==> src/rtl/commit_tracer_pkg.sv <==
// Shared definitions for the commit tracer: PC width, FSM state encodings,
// FIFO entry width, and the FSM state type.
// Macro COMMIT_TRACE_HALT_EN (set at build time) enables the halt-on-error
// freeze; it is consumed by commit_tracer.sv.
`ifndef COMMIT_TRACER_DEFS
`define COMMIT_TRACER_DEFS
`ifndef PC_WIDTH
`define PC_WIDTH 32
`endif
`define TRACE_ST_IDLE 2'd0
`define TRACE_ST_RUN  2'd1
`define TRACE_ST_ERR  2'd2
// Entry layout: {pc, npc, seq}
`define TRACE_ENTRY_W(cnt_w) (2*`PC_WIDTH+(cnt_w))
`endif

package commit_tracer_pkg;
  localparam int PC_W = `PC_WIDTH;

  typedef enum logic [1:0] {
    S_IDLE = `TRACE_ST_IDLE,
    S_RUN  = `TRACE_ST_RUN,
    S_ERR  = `TRACE_ST_ERR
  } trace_st_e;
endpackage

==> src/rtl/commit_tracer_fifo.sv <==
// Generic show-ahead synchronous FIFO. dout is the head entry read
// combinationally from registered storage. Push while full is accepted only
// when a pop frees a slot in the same cycle; pop while empty is ignored.
module trace_fifo #(
  parameter int WIDTH = 8,
  parameter int DEPTH = 8
) (
  input  logic                     clk_i,
  input  logic                     rst,
  input  logic                     push,
  input  logic                     pop,
  input  logic [WIDTH-1:0]         din,
  output logic [WIDTH-1:0]         dout,
  output logic [$clog2(DEPTH):0]   count,
  output logic                     full,
  output logic                     empty
);
  localparam int AW = $clog2(DEPTH);

  logic [WIDTH-1:0] mem [DEPTH];
  logic [AW-1:0]    wr_ptr, rd_ptr;
  logic             do_push, do_pop;

  assign empty   = (count == '0);
  assign full    = (count == (AW+1)'(DEPTH));
  assign do_pop  = pop & ~empty;
  assign do_push = push & (~full | do_pop);
  assign dout    = mem[rd_ptr];

  // Storage is intentionally not reset.
  always_ff @(posedge clk_i) begin
    if (do_push) mem[wr_ptr] <= din;
  end

  // Pointers wrap naturally; occupancy tracked separately.
  always_ff @(posedge clk_i or negedge rst) begin
    if (!rst) begin
      wr_ptr <= '0;
      rd_ptr <= '0;
      count  <= '0;
    end else begin
      if (do_push) wr_ptr <= wr_ptr + 1'b1;
      if (do_pop)  rd_ptr <= rd_ptr + 1'b1;
      case ({do_push, do_pop})
        2'b10:   count <= count + 1'b1;
        2'b01:   count <= count - 1'b1;
        default: count <= count;
      endcase
    end
  end
endmodule

==> src/rtl/commit_tracer.sv <==
// Commit-side tracer: buffers {pc, npc, seq} of each retired instruction in a
// show-ahead FIFO and checks that every commit PC matches the previous
// commit's predicted next-PC.
// Optional build macro COMMIT_TRACE_HALT_EN: on the first continuity error,
// raise halt_o and freeze the FIFO/commit counter for post-mortem reads.
module commit_tracer
  import commit_tracer_pkg::*;
#(
  parameter int DEPTH = 8,
  parameter int CNT_W = 32
) (
  input  logic                     clk_i,
  input  logic                     rst,
  input  logic                     commit_i,
  input  logic [`PC_WIDTH-1:0]     commit_pc_i,
  input  logic [`PC_WIDTH-1:0]     commit_pre_pc_i,
  input  logic                     rd_en_i,
  output logic                     rd_valid_o,
  output logic [`PC_WIDTH-1:0]     rd_pc_o,
  output logic [`PC_WIDTH-1:0]     rd_npc_o,
  output logic [CNT_W-1:0]         rd_seq_o,
  output logic [$clog2(DEPTH):0]   count_o,
  output logic                     full_o,
  output logic                     overflow_o,
  output logic [CNT_W-1:0]         drop_cnt_o,
  output logic [CNT_W-1:0]         commit_cnt_o,
  output logic                     mismatch_o,
  output logic [`PC_WIDTH-1:0]     mismatch_pc_o,
  output logic                     halt_o
);
  localparam int EW = `TRACE_ENTRY_W(CNT_W);

  trace_st_e            state, state_nxt;
  logic [PC_W-1:0]      expected_pc, expected_nxt;
  logic                 mm_set;
  logic                 halt_blk;
  logic                 push_req;
  logic                 drop;
  logic                 empty;
  logic [EW-1:0]        fifo_din, fifo_dout;

`ifdef COMMIT_TRACE_HALT_EN
  assign halt_blk = halt_o;

  // Halt latches on the transition into the error state.
  always_ff @(posedge clk_i or negedge rst) begin
    if (!rst)        halt_o <= 1'b0;
    else if (mm_set) halt_o <= 1'b1;
  end
`else
  assign halt_blk = 1'b0;
  assign halt_o   = 1'b0;
`endif

  // Once halted, commits are neither buffered nor counted.
  assign push_req = commit_i & ~halt_blk;
  // Full with no pop in the same cycle: the commit is lost.
  assign drop     = push_req & full_o & ~rd_en_i;
  assign fifo_din = {commit_pc_i, commit_pre_pc_i, commit_cnt_o};

  trace_fifo #(.WIDTH(EW), .DEPTH(DEPTH)) u_fifo (
    .clk_i (clk_i),
    .rst   (rst),
    .push  (push_req),
    .pop   (rd_en_i),
    .din   (fifo_din),
    .dout  (fifo_dout),
    .count (count_o),
    .full  (full_o),
    .empty (empty)
  );

  assign rd_valid_o = ~empty;
  assign {rd_pc_o, rd_npc_o, rd_seq_o} = fifo_dout;

  // Commit counter (wraps) and saturating drop counter with sticky overflow.
  always_ff @(posedge clk_i or negedge rst) begin
    if (!rst) begin
      commit_cnt_o <= '0;
      drop_cnt_o   <= '0;
      overflow_o   <= 1'b0;
    end else begin
      if (push_req) commit_cnt_o <= commit_cnt_o + 1'b1;
      if (drop) begin
        overflow_o <= 1'b1;
        if (drop_cnt_o != '1) drop_cnt_o <= drop_cnt_o + 1'b1;
      end
    end
  end

  // Continuity FSM state and expected next-PC registers.
  always_ff @(posedge clk_i or negedge rst) begin
    if (!rst) begin
      state       <= S_IDLE;
      expected_pc <= '0;
    end else begin
      state       <= state_nxt;
      expected_pc <= expected_nxt;
    end
  end

  // Next-state: first commit seeds the expectation, later ones are checked.
  always_comb begin
    state_nxt    = state;
    expected_nxt = expected_pc;
    mm_set       = 1'b0;
    case (state)
      S_IDLE: if (commit_i) begin
        expected_nxt = commit_pre_pc_i;
        state_nxt    = S_RUN;
      end
      S_RUN: if (commit_i) begin
        if (commit_pc_i == expected_pc) begin
          expected_nxt = commit_pre_pc_i;
        end else begin
          mm_set    = 1'b1;
          state_nxt = S_ERR;
        end
      end
      S_ERR:   state_nxt = S_ERR;
      default: state_nxt = S_IDLE;
    endcase
  end

  // Sticky mismatch flag; the PC is captured only on entry to S_ERR.
  always_ff @(posedge clk_i or negedge rst) begin
    if (!rst) begin
      mismatch_o    <= 1'b0;
      mismatch_pc_o <= '0;
    end else if (mm_set) begin
      mismatch_o    <= 1'b1;
      mismatch_pc_o <= commit_pc_i;
    end
  end
endmodule

==> config.mk <==
export PLATFORM = sky130hd
export DESIGN_NAME = commit_tracer
export DESIGN_NICKNAME = d
export VERILOG_FILES = /design/src/rtl/commit_tracer_pkg.sv /design/src/rtl/commit_tracer_fifo.sv /design/src/rtl/commit_tracer.sv
export SDC_FILE = /design/constraint.sdc
export NUM_CORES = 1
export LEC_CHECK = 0
export CAP_MARGIN = 5
export CELL_PAD_IN_SITES_DETAIL_PLACEMENT = 1
export CELL_PAD_IN_SITES_GLOBAL_PLACEMENT = 2
export CORE_ASPECT_RATIO = 1.2
export CORE_UTILIZATION = 41
export DETAILED_ROUTE_END_ITERATION = 8
export PLACE_DENSITY = 0.79
export RECOVER_POWER = 50
export SLEW_MARGIN = 20
export SYNTH_ARGS = -nofsm -noshare
export SYNTH_HDL_FRONTEND = slang
export SYNTH_SLANG_ARGS = --single-unit
==> constraint.sdc <==
create_clock -name clk_i -period 7.7 [get_ports clk_i]
set_input_delay 1.54 -clock clk_i [delete_from_list [all_inputs] [get_ports clk_i]]
set_output_delay 1.54 -clock clk_i [all_outputs]
set_load 0.02 [all_outputs]
==> summary.md <==
| Metric | Value |
|---|---|
| Post-route clock period utilization | `70.6%` |
| Yosys top cell area share | `64.3%` |
| Count leader, synth | `edfxtp_1` |
| Port buffer count | `267` |
| Syn Area/Cell | `20.2 µm²` |
| Setup Fix Bufs, Post-CTS | `0` |
| Crit Path Class | `register to primary output` |
| EDFF count, synth | `768` |
| Hold Path Class | `register to register` |
| Synth Cell Area | `35,900 µm²` |
| CP cell instances | `buf_12, mux4_2, mux2_2, clkdlybuf4s50_1` |
| Post-CTS Hold Buffers | `0` |
| DP Wirelength | `53,600 µm` |
| Dominant cell type by area after synthesis | `edfxtp_1` |
| Mapped Nets | `1,854` |
| PostCTS Resize Cnt | `0` |
| Clock buffers created by TritonCTS | `91` |
| Area Growth Syn to Fin | `20.7%` |
| Pwr Density | `396 nW/µm²` |
| DR top layer | `met5` |
| RSZ-0062 raised after global routing | `false` |
| Row count | `118` |
| Clock root cell | `clkbuf_16` |
| Die footprint | `88,600 µm²` |
| Worst EP required | `6160 ps` |
| Routed WL | `88,200 µm` |
| CTS tree | `done` |
| Total Routing Usage GR | `20.1%` |
| M1 wire length | `34,700 µm` |
| Total number of vias | `18,208` |
| First-pass GRT wire length | `132,000 µm` |
| CTS H-tree depth | `3` |
| Syn Inst Count | `1,779` |
| Yosys cell types | `48` |
| CTS Sinks | `910` |
| Drt drc | `0` |
| Routed vias/inst | `5.51` |
| Slew headroom | `-102%` |
| Die X | `272 µm` |
| Failing checks | `max-capacitance violations, max-slew violations` |
| Register area share after synthesis | `74.2%` |
| Leakage | `14.4 nW` |
| Buffer levels on the longest clock path | `3` |
| Gpl congestion | `0.770` |
| Final min period | `5440 ps` |
| Status | `complete, but fails checks` |
| Initial Util | `41.4%` |
| Largest cells by area after synthesis | `edfxtp_1 64%, mux4_2 12%, dfrtp_1 9.9%, mux2_2 3.3%, xnor2_1 1.7%` |
| Crit. End Element | `primary output` |
| Wire length per cell | `26.7 µm` |
| Max incr delay on CP | `980 ps` |
| CP max stage cell | `dfrtp_4` |
| Nets | `2,157` |
| # IOs | `269` |
| Worst-path clk slew | `60 ps` |
| Slew @ Worst Pin | `3040 ps` |
| Number of slew-limit violations in the final report | `52` |
| Global route overflow | `0` |
| Largest net degree at the start of global routing | `137` |
| Setup tns final | `0 ps` |
| Crit start category | `register` |
| FMAX | `0.184 GHz` |
| Clk_skew | `25.8 ps` |
| Setup violations, final | `0` |
| Die Height | `326 µm` |
| Detailed Route Iter0 Violations | `1,074` |
| Initial antenna violation count | `11` |
| Max-cap violations | `1` |
| Antenna viol nets, final | `0` |
| Hold Vio Cnt, Final | `0` |
| Core area | `86,500 µm²` |
| Router iterations before antenna repair | `5` |
| Top FF cell, synth | `edfxtp_1` |
| Routed wl met3 | `4800 µm` |
| Placed Cells | `3,127` |
| Asr flop ratio synth | `15.6%` |
| Vias in the first global route | `19,983` |
| Cell Count, Final, Fillers Out | `3,304` |
| Crit path max fanout | `89` |
| Ys Warns | `0` |
| Met2 WL | `46,200 µm` |
| Worst skew pair latency | `670 ps` |
| Layout cell share with drive strength beyond 1 | `23.1%` |
| Maximum vdd ir drop | `264 µV` |
| List of most frequent post-synthesis cells | `768 x edfxtp_1, 192 x mux4_2, 142 x dfrtp_1` |
| Worst path arrival time | `3900 ps` |
| Yosys reg bits | `910` |
-- final timing paths --
| path | from | end | slack, ps | depth (start not counted) |
|---|---|---|---|---|
| max | u_fifo.rd_ptr[0] | rd_npc_o[14] | 2260 | 4 |
| min | overflow_o | overflow_o | 480 | 1 |
| max reg2reg | u_fifo.count[3] | u_fifo.mem[3][27] | 3940 | 5 |
| min reg2reg | overflow_o | overflow_o | 480 | 1 |
| max in group asynchronous | rst | u_fifo.rd_ptr[1] | 2840 | 2 |
| min in group asynchronous | rst | drop_cnt_o[20] | 990 | 1 |
-- cells by family (layout without fill, tap and decap cells) --
kind of cell	Yosys count	after routing	synth area share (%)
simple gates	254	254	4.17
buf+inv	101	481	1.17
xor+xnor	100	100	2.44
mux	326	326	16.3
flops	910	910	74.2
compound gates	80	80	1.46
other cells	1	6	0.0105
fa+ha+maj	7	7	0.244
-- where the power goes --
part	internal [W]	total (W)	switching [W]
Combinational	0.00271	0.00562	0.00291
Clock	0.00273	0.00466	0.00193
Sequential	0.00626	0.00685	0.000589
Total	0.0117	0.0171	0.00543
-- area by class of cell --
class / instances / area, µm²
clock buffer: 117 / 2570
inverter: 8 / 30.0
antenna: 5 / 12.5
timing repair buffer: 303 / 3060
tap: 1140 / 1430
sequential: 910 / 26600
fill: 7886 / 43200
multi-input combinational: 768 / 8900
clock inverter: 53 / 643
-- cells in the final DEF (no fill, tap or decap), types with 10 or more instances in the layout --
cell type,instances
nor4_1,12
clkinv_2,12
xnor2_1,68
dlygate4sd3_1,125
clkbuf_1,16
nor2_1,10
xor2_1,32
and3_1,14
mux2_2,103
o211ai_1,33
a21oi_1,34
nand2_1,54
bufinv_16,10
dfrtp_1,139
mux2_1,31
mux4_2,192
nor3_1,12
edfxtp_1,768
clkinv_1,10
clkdlybuf4s50_1,141
nor3b_1,33
clkbuf_16,97
nand3_1,24
nand4_1,56
buf_4,25
-- worst max-delay path: cells and delay by family, from the launching register on --
family / cells / cell delay [ps]
buffers and inverters: 2 / 1180
DFF: 1 / 980
muxes: 2 / 910
-- registers in the layout (all words and copies together), names as in the netlist --
signal and cells:
commit_cnt_o 32, state 2, u_fifo.count 4, mismatch_o 1, mismatch_pc_o 32, u_fifo.mem 768, expected_pc 32, drop_cnt_o 32
overflow_o 1, u_fifo.rd_ptr 3, u_fifo.wr_ptr 3
-- per-stage QoR --
step,worst slack [ps],cell area [µm²],util [%],total power [W],hold slack (ps)
3_5_place_dp,2050,40000,46.2,0.0127,465
5_1_grt,1840,43300,50.0,0.0179,502
3_3_place_gp,2250,40000,46.2,0.0126,457
4_1_cts,2100,43200,50.0,0.0174,484
6_report,2260,43300,50.0,0.0171,480
2_1_floorplan,744,35900,-,0.0103,480
-- layer usage --
metal | up-vias | global-route usage (%)
li1 | 7859 | -
met1 | 9739 | 24.5
met2 | 475 | 35.0
met3 | 131 | 4.34
met4 | 4 | 7.19
met5 | - | 0
Power figures use the tool's default switching activity.
